$ cat src/rtl/difficulty_pkg.sv
// Shared types and default timing constants for the difficulty timebase.
package difficulty_pkg;

  typedef enum logic {
    RUN       = 1'b0,
    WAIT_EDGE = 1'b1
  } state_t;

  localparam int CLK_HZ    = 100_000_000;
  localparam int EASY_HALF = CLK_HZ / 4;    // 2 Hz square
  localparam int HARD_HALF = CLK_HZ / 16;   // 8 Hz square
  localparam int DB_CYCLES = CLK_HZ / 100;  // 10 ms

  // Bits needed to count 0..max(a,b)-1, never less than one bit.
  function automatic int cnt_width(input int a, input int b);
    int m;
    m = (a > b) ? a : b;
    return (m > 1) ? $clog2(m) : 1;
  endfunction

endpackage

$ cat src/rtl/sw_debounce.sv
// Two-flop synchronizer followed by a stability counter for the raw switch.
module sw_debounce #(
  parameter int DB_CYCLES = difficulty_pkg::DB_CYCLES
) (
  input  logic CLK,
  input  logic RST_N,
  input  logic SW,
  output logic SW_DB
);
  import difficulty_pkg::*;

  localparam int DW = cnt_width(DB_CYCLES, 1);
  localparam logic [DW-1:0] DB_LIM = DW'(DB_CYCLES - 1);

  logic          s1;
  logic          s2;
  logic [DW-1:0] db_cnt;

  always_ff @(posedge CLK) begin
    if (!RST_N) begin
      s1     <= 1'b0;
      s2     <= 1'b0;
      SW_DB  <= 1'b0;
      db_cnt <= '0;
    end else begin
      s1 <= SW;
      s2 <= s1;
      // Any sample agreeing with the accepted level restarts the stability count.
      if (s2 == SW_DB) begin
        db_cnt <= '0;
      end else if (db_cnt == DB_LIM) begin
        SW_DB  <= s2;
        db_cnt <= '0;
      end else begin
        db_cnt <= db_cnt + DW'(1);
      end
    end
  end

endmodule

$ cat src/rtl/difficulty_tick_gen.sv
// Game-rate timebase: tick pulse and square wave whose rate follows the
// debounced difficulty switch, with changes applied only on a tick boundary.
module difficulty_tick_gen #(
  parameter int EASY_HALF = difficulty_pkg::EASY_HALF,
  parameter int HARD_HALF = difficulty_pkg::HARD_HALF,
  parameter int DB_CYCLES = difficulty_pkg::DB_CYCLES
) (
  input  logic CLK,
  input  logic RST_N,
  input  logic SW,
  input  logic EN,
  output logic TICK,
  output logic SQ,
  output logic HARD,
  output logic PEND
);
  import difficulty_pkg::*;

  localparam int CW = cnt_width(EASY_HALF, HARD_HALF);
  localparam logic [CW-1:0] EASY_LIM = CW'(EASY_HALF - 1);
  localparam logic [CW-1:0] HARD_LIM = CW'(HARD_HALF - 1);

  logic          sw_db;
  logic [CW-1:0] cnt;
  logic [CW-1:0] lim;
  logic          wrap;
  state_t        state;

  sw_debounce #(.DB_CYCLES(DB_CYCLES)) u_debounce (
    .CLK   (CLK),
    .RST_N (RST_N),
    .SW    (SW),
    .SW_DB (sw_db)
  );

  // The limit tracks the applied difficulty, so a change wraps on the old limit.
  assign lim  = HARD ? HARD_LIM : EASY_LIM;
  assign wrap = EN && (cnt == lim);

  always_ff @(posedge CLK) begin
    if (!RST_N) begin
      cnt   <= '0;
      state <= RUN;
      TICK  <= 1'b0;
      SQ    <= 1'b0;
      HARD  <= 1'b0;
      PEND  <= 1'b0;
    end else begin
      TICK <= wrap;
      if (wrap) begin
        cnt <= '0;
        SQ  <= ~SQ;
      end else if (EN) begin
        cnt <= cnt + CW'(1);
      end

      case (state)
        RUN: begin
          if (sw_db != HARD) begin
            state <= WAIT_EDGE;
            PEND  <= 1'b1;
          end
        end
        WAIT_EDGE: begin
          // A switch that settles back before the boundary cancels the request.
          if (sw_db == HARD) begin
            state <= RUN;
            PEND  <= 1'b0;
          end else if (wrap) begin
            HARD  <= sw_db;
            state <= RUN;
            PEND  <= 1'b0;
          end
        end
        default: begin
          state <= RUN;
          PEND  <= 1'b0;
        end
      endcase
    end
  end

endmodule
$ cat config.mk
export PLATFORM = sky130hd
export DESIGN_NAME = difficulty_tick_gen
export DESIGN_NICKNAME = d
export VERILOG_FILES = /design/src/rtl/difficulty_pkg.sv /design/src/rtl/sw_debounce.sv /design/src/rtl/difficulty_tick_gen.sv
export SDC_FILE = /design/constraint.sdc
export NUM_CORES = 1
export LEC_CHECK = 0
export ABC_AREA = 0
export CORE_ASPECT_RATIO = 1.75
export CORE_MARGIN = 2
export CORE_UTILIZATION = 38
export CTS_BUF_LIST = sky130_fd_sc_hd__clkbuf_8
export CTS_CLUSTER_DIAMETER = 60
export CTS_CLUSTER_SIZE = 40
export DETAILED_ROUTE_END_ITERATION = 10
export GPL_TIMING_DRIVEN = 0
export MAX_ROUTING_LAYER = met4
export PLACE_DENSITY = 0.52
export SLEW_MARGIN = 20
export SYNTH_ARGS = -nofsm -noshare
export SYNTH_HDL_FRONTEND = slang
export SYNTH_SLANG_ARGS = --single-unit
export TNS_END_PERCENT = 10
$ cat constraint.sdc
create_clock -name CLK -period 4.08 [get_ports CLK]
set_clock_uncertainty 0.05 [all_clocks]
set_input_delay 0.816 -clock CLK [delete_from_list [all_inputs] [get_ports CLK]]
set_output_delay 0.816 -clock CLK [all_outputs]
set_load 0.02 [all_outputs]
## After elaboration in Yosys (flattened, before gate mapping)

Index checks and enable logic that the tools add are counted.
Widths: inputs -> output; s select.

| word-level totals | value |
|---|---|
| register bits | 53 |
| input port bits | 4 |
| output and inout bits | 4 |
| word-level logic and storage cells | 39 |

| operators by class | value |
|---|---|
| $add $sub $neg | 2 |
| eq/ne operators | 7 |
| muxes and demuxes | 9 |
| bitwise operators | 5 |
| reductions and logical operators | 6 |

Operator list:

| cell | count |
|---|---|
| $add 25x1->25 const B | 1 |
| $eq 25x25->1 | 1 |
| $mux 25 | 1 |
| $add 20x1->20 const B | 1 |
| $eq 20x20->1 const B | 1 |
| $mux 1 | 6 |
| $not 1->1 | 5 |
| $pmux 1 s2 | 2 |
| $reduce_and 2->1 | 2 |
| $ne 3x2->1 const B | 1 |
| $reduce_and 3->1 | 1 |
| $reduce_or 3->1 | 1 |
| $eq 1x1->1 | 2 |
| $ne 2x2->1 const B | 1 |
| $reduce_or 2->1 | 1 |
| $logic_and 1x1->1 | 1 |
| $ne 1x1->1 | 1 |

## Logic depth before layout (Yosys ltp)

| depth | value |
|---|---|
| depth after elaboration | 6 |
| gate-level depth with buffers | 7 |
| mapped depth without buffers | 5 |

## Cells and area by module

Synthesis repeated with hierarchy kept, for this count alone.

| second synthesis, totals | value |
|---|---|
| cells, all modules | 289 |
| area total of the unflattened synthesis | 2578.7 µm² |

Modules (own cells, without submodules):

| module | times used | cells an instance | area each (µm²) | seq. area each (µm²) |
|---|---|---|---|---|
| difficulty_tick_gen | 1 | 177 | 1590.3 | 600.6 |
| sw_debounce | 1 | 112 | 988.4 | 460.4 |

## Least setup slack after synthesis

Ideal clock, no wire load.

| path | value |
|---|---|
| kind | input -> register |
| start point | input port EN |
| end point | register cnt[0] |
| setup time | 0.117 ns |
| arrival | 1.923 ns |
| data required time | 3.913 ns |
| slack | 1.990 ns |
| cell stages on the path | 6 |
| buffers on the path | 2 |
| cell sequence | and4_1 > buf_2 > nand4_1 > o31ai_2 > buf_2 > nor2_1 |

| between the ends | value |
|---|---|
| cells in the longest elaborated chain, start to end | 2 |

Ends and longest elaborated chain:

| element | RTL line | RTL |
|---|---|---|
| from (decl) | difficulty_tick_gen.sv:11 | `input logic EN,` |
| $logic_and 1x1->1 | difficulty_tick_gen.sv:38 | `assign wrap = EN && (cnt == lim);` |
| $reduce_or 2->1 (no source line) | - |  |
| to (signal assigned) | difficulty_tick_gen.sv:54 | `cnt <= cnt + CW'(1);` |
| to (decl) | difficulty_tick_gen.sv:24 | `logic [CW-1:0] cnt;` |

Parallel ways exist; a longest one is shown, timed or not.
A chain may end at the register's enable or synchronous reset.

## Worst setup path in the final report

Ends and elaborated chain as after synthesis.

==> impl_metrics.csv <==
group,metric,value,unit
status,outcome,"finished, final reports clean",
detailed_routing,m1WireLength,2100,um
die,die_area,7120,sq um
pwr,power_leakage,0.875,nW
synthesis,async_reset_ff_share,0,%
synthesis,yosysSeqAreaShare,43.4,%
cells_and_area,layout-drive-gt1-share,7.88,%
pwr,ir_drop,264,uV
placement,gp_congestion,0.717,
global_routing,grt_pass1_vias,1868,
placement,place_hpwl,3780,um
worst_setup_path,crit_arrival,2.97,ns
sta,tns,0,ns
clocking,clockRootBuffer,"clkbuf_8",
sta,period_share,69.1,%
die,die_x,64.7,um
cells_and_area,utilization,43.9,%
pwr,internal_power,0.726,mW
die,ios,8,
pwr,swShare,20.1,%
cells_and_area,largestRegisters,"cnt x25, u_debounce.db_cnt x20",
detailed_routing,drt_iter0_drc,70,
clocking,cts-hold-fix-buffers,0,
detailed_routing,vias,2028,
synthesis,synth_area_leader_cell,"dfxtp_1",
detailed_routing,wl_met2,2800,um
synthesis,syn_area,2450,sq um
cells_and_area,antennaDiodeCount,0,
die,initial_core_util,39.3,%
sta,tightest_slew,0.645,ns
detailed_routing,vias_per_cell,5.45,
sta,timing.fmax,355,MHz
sta,slew_headroom,56.7,%
clocking,clk_pin_slew_worst_paths,0.10,ns
cells_and_area,final_cell_mix,"53 x dfxtp_1, 31 x nor2_1, 21 x xor2_1",
clocking,cts_setup_buffers,0,
global_routing,grt_pass1_wl,8810,um
pwr,switchingPower,0.183,mW
worst_setup_path,required,4.23,ns
die,core_area,6230,sq um
cells_and_area,fill_cells,636,
global_routing,gr-total-overflow,0,
sta,hold_viol,0,
pwr,seqPwrFrac,57.5,%
min_path,hold_path.class,"register to register",
global_routing,grtUsageTotal,16.3,%
clocking,cts_max_path_buffers,2,
worst_setup_path,reg2reg_slack,1.81,ns
synthesis,yosysWarnings,0,
clocking,ctsHtreeMaxLevel,2,
synthesis,syn_area_per_cell,8.83,sq um
worst_setup_path,start_kind,"input pin",
detailed_routing,routed_wirelength,5110,um
sta,rsz0062_at_grt,"no",
pwr,p_per_area,333,nW/um^2
clocking,cts_num_sinks,53,
worst_setup_path,critPathMaxFanout,10,
detailed_routing,top_layer_used,"met4",
detailed_routing,met3_length,89,um
clocking,cts_resized,0,
worst_setup_path,critPathCaptureType,"register",
sta,slew_violations,0,
die,die_y,110,um
detailed_routing,dr.pass1.iters,4,
detailed_routing,drtAntennaViolNets,0,
synthesis,synth_nets,283,
die,placementRows,38,
cells_and_area,final_common_cell,"dfxtp_1",
clocking,tritoncts,"done",
clocking,cts_made_buffers,5,
synthesis,syn-instance-count,277,
cells_and_area,regMostFlops,"cnt",
clocking,clk_latency,0.31,ns
pwr,combPwrFrac,2.1,%
global_routing,grt_start_max_net_pins,16,
pwr,clkPwrFrac,40.4,%
synthesis,synth-seq-cells,53,
cells_and_area,fin_nets,297,
synthesis,synth_flop_cell,"dfxtp_1",
synthesis,synth_edf_count,0,
detailed_routing,wl_per_cell,13.7,um
cells_and_area,largest_reg_flops,25,
synthesis,ys_types,40,
placement,port_buffers,7,
synthesis,synth_top_area_share,43.4,%
sta,holdWs,0.395,ns
worst_setup_path,path_class,"input pin to register",
cells_and_area,syn2layout_area_growth,11.7,%
sta,period_minus_slack,2.82,ns
sta,setup_viol,0,
flow_run,cap_viol_max_count,0,
pwr,finalPower,0.909,mW
synthesis,yosys-top-cells-area,"dfxtp_1 43%, xor2_1 7.5%, nor2_1 4.8%",
global_routing,antenna_found_initial,0,
detailed_routing,drcViolationCount,0,
==> cells by family (layout without fill, tap and decap cells) <==
kind of cell             Yosys count  after routing  synth area share (%)
flip-flops                        53             53                  43.4
XOR/XNOR                          27             27                  9.67
buffers and inverters             16             31                  2.76
AND/OR/NAND/NOR                  133            133                  31.7
adder cells (fa/ha/maj)            2              2                  1.02
AO/OA/AOI/OAI                     43             43                  10.3
multiplexers                       3              3                  1.23
==> critical path, stage by stage <==
cell             delay [ns]
clkdlybuf4s50_1        0.56
and4_1                 0.20
buf_2                  0.23
nand4_1                0.17
o31ai_2                0.56
buf_2                  0.35
nor2_1                 0.08
==> per-layer routing <==
| layer | up-vias | GRT usage, % |
|---|---|---|
| met2 | 17 | 30.1 |
| met1 | 960 | 17.1 |
| li1 | 1042 | - |
| met3 | 9 | 2.74 |
| met4 | 0 | 6.69 |
| met5 | - | - |
==> power groups by stage <==
| stage | Sequential, mW | Clock (mW) | Combinational [mW] |
|---|---|---|---|
| 3_3_place_gp | 0.535 | 0 | 0.0199 |
| 6_report | 0.522 | 0.367 | 0.0195 |
| 3_5_place_dp | 0.535 | 0 | 0.0201 |
| 4_1_cts | 0.523 | 0.382 | 0.0201 |
| 5_1_grt | 0.523 | 0.405 | 0.0220 |
| 2_1_floorplan | 0.534 | 0 | 0.0121 |
==> synth_stat cells (6+ instances only) <==
cell      n
a21oi_1  18
and2_1    7
and4_1    9
buf_2     6
dfxtp_1  53
inv_1     7
nand2_1  18
nand3_1  11
nand4_1  16
nor2_1   31
o21ai_0  13
o31ai_1   6
or3_1    10
or4_1     6
xnor2_1   6
xor2_1   21
==> per-stage QoR <==
step | worst slack, ns | instances | instance area [sq um]
CTS | 1.23 | 372 | 2730
detailed placement | 0.892 | 364 | 2620
finish | 1.26 | 372 | 2730
floorplan | 1.99 | 277 | 2450
global route | 1.12 | 372 | 2730
global placement | 0.909 | 364 | 2620
==> final cells by class <==
cell class	count	area, sq um	share of cell area (%)
Buffer	9	41.3	1.51
Clock buffer	6	82.6	3.02
Clock inverter	2	33.8	1.24
Inverter	7	26.3	0.962
Multi-Input combinational cell	208	1320	48.2
Sequential cell	53	1060	38.8
Tap cell	80	100	3.66
Timing Repair Buffer	7	70.1	2.56
==> worst paths after layout <==
kind	start	endpoint	cells after the start
worst max-delay path	EN	cnt[0]	7
worst min-delay path	u_debounce.s1	u_debounce.s2	1
worst max register to register	cnt[0]	cnt[0]	7
worst min register to register	u_debounce.s1	u_debounce.s2	1
Power figures use the tool's default switching activity.
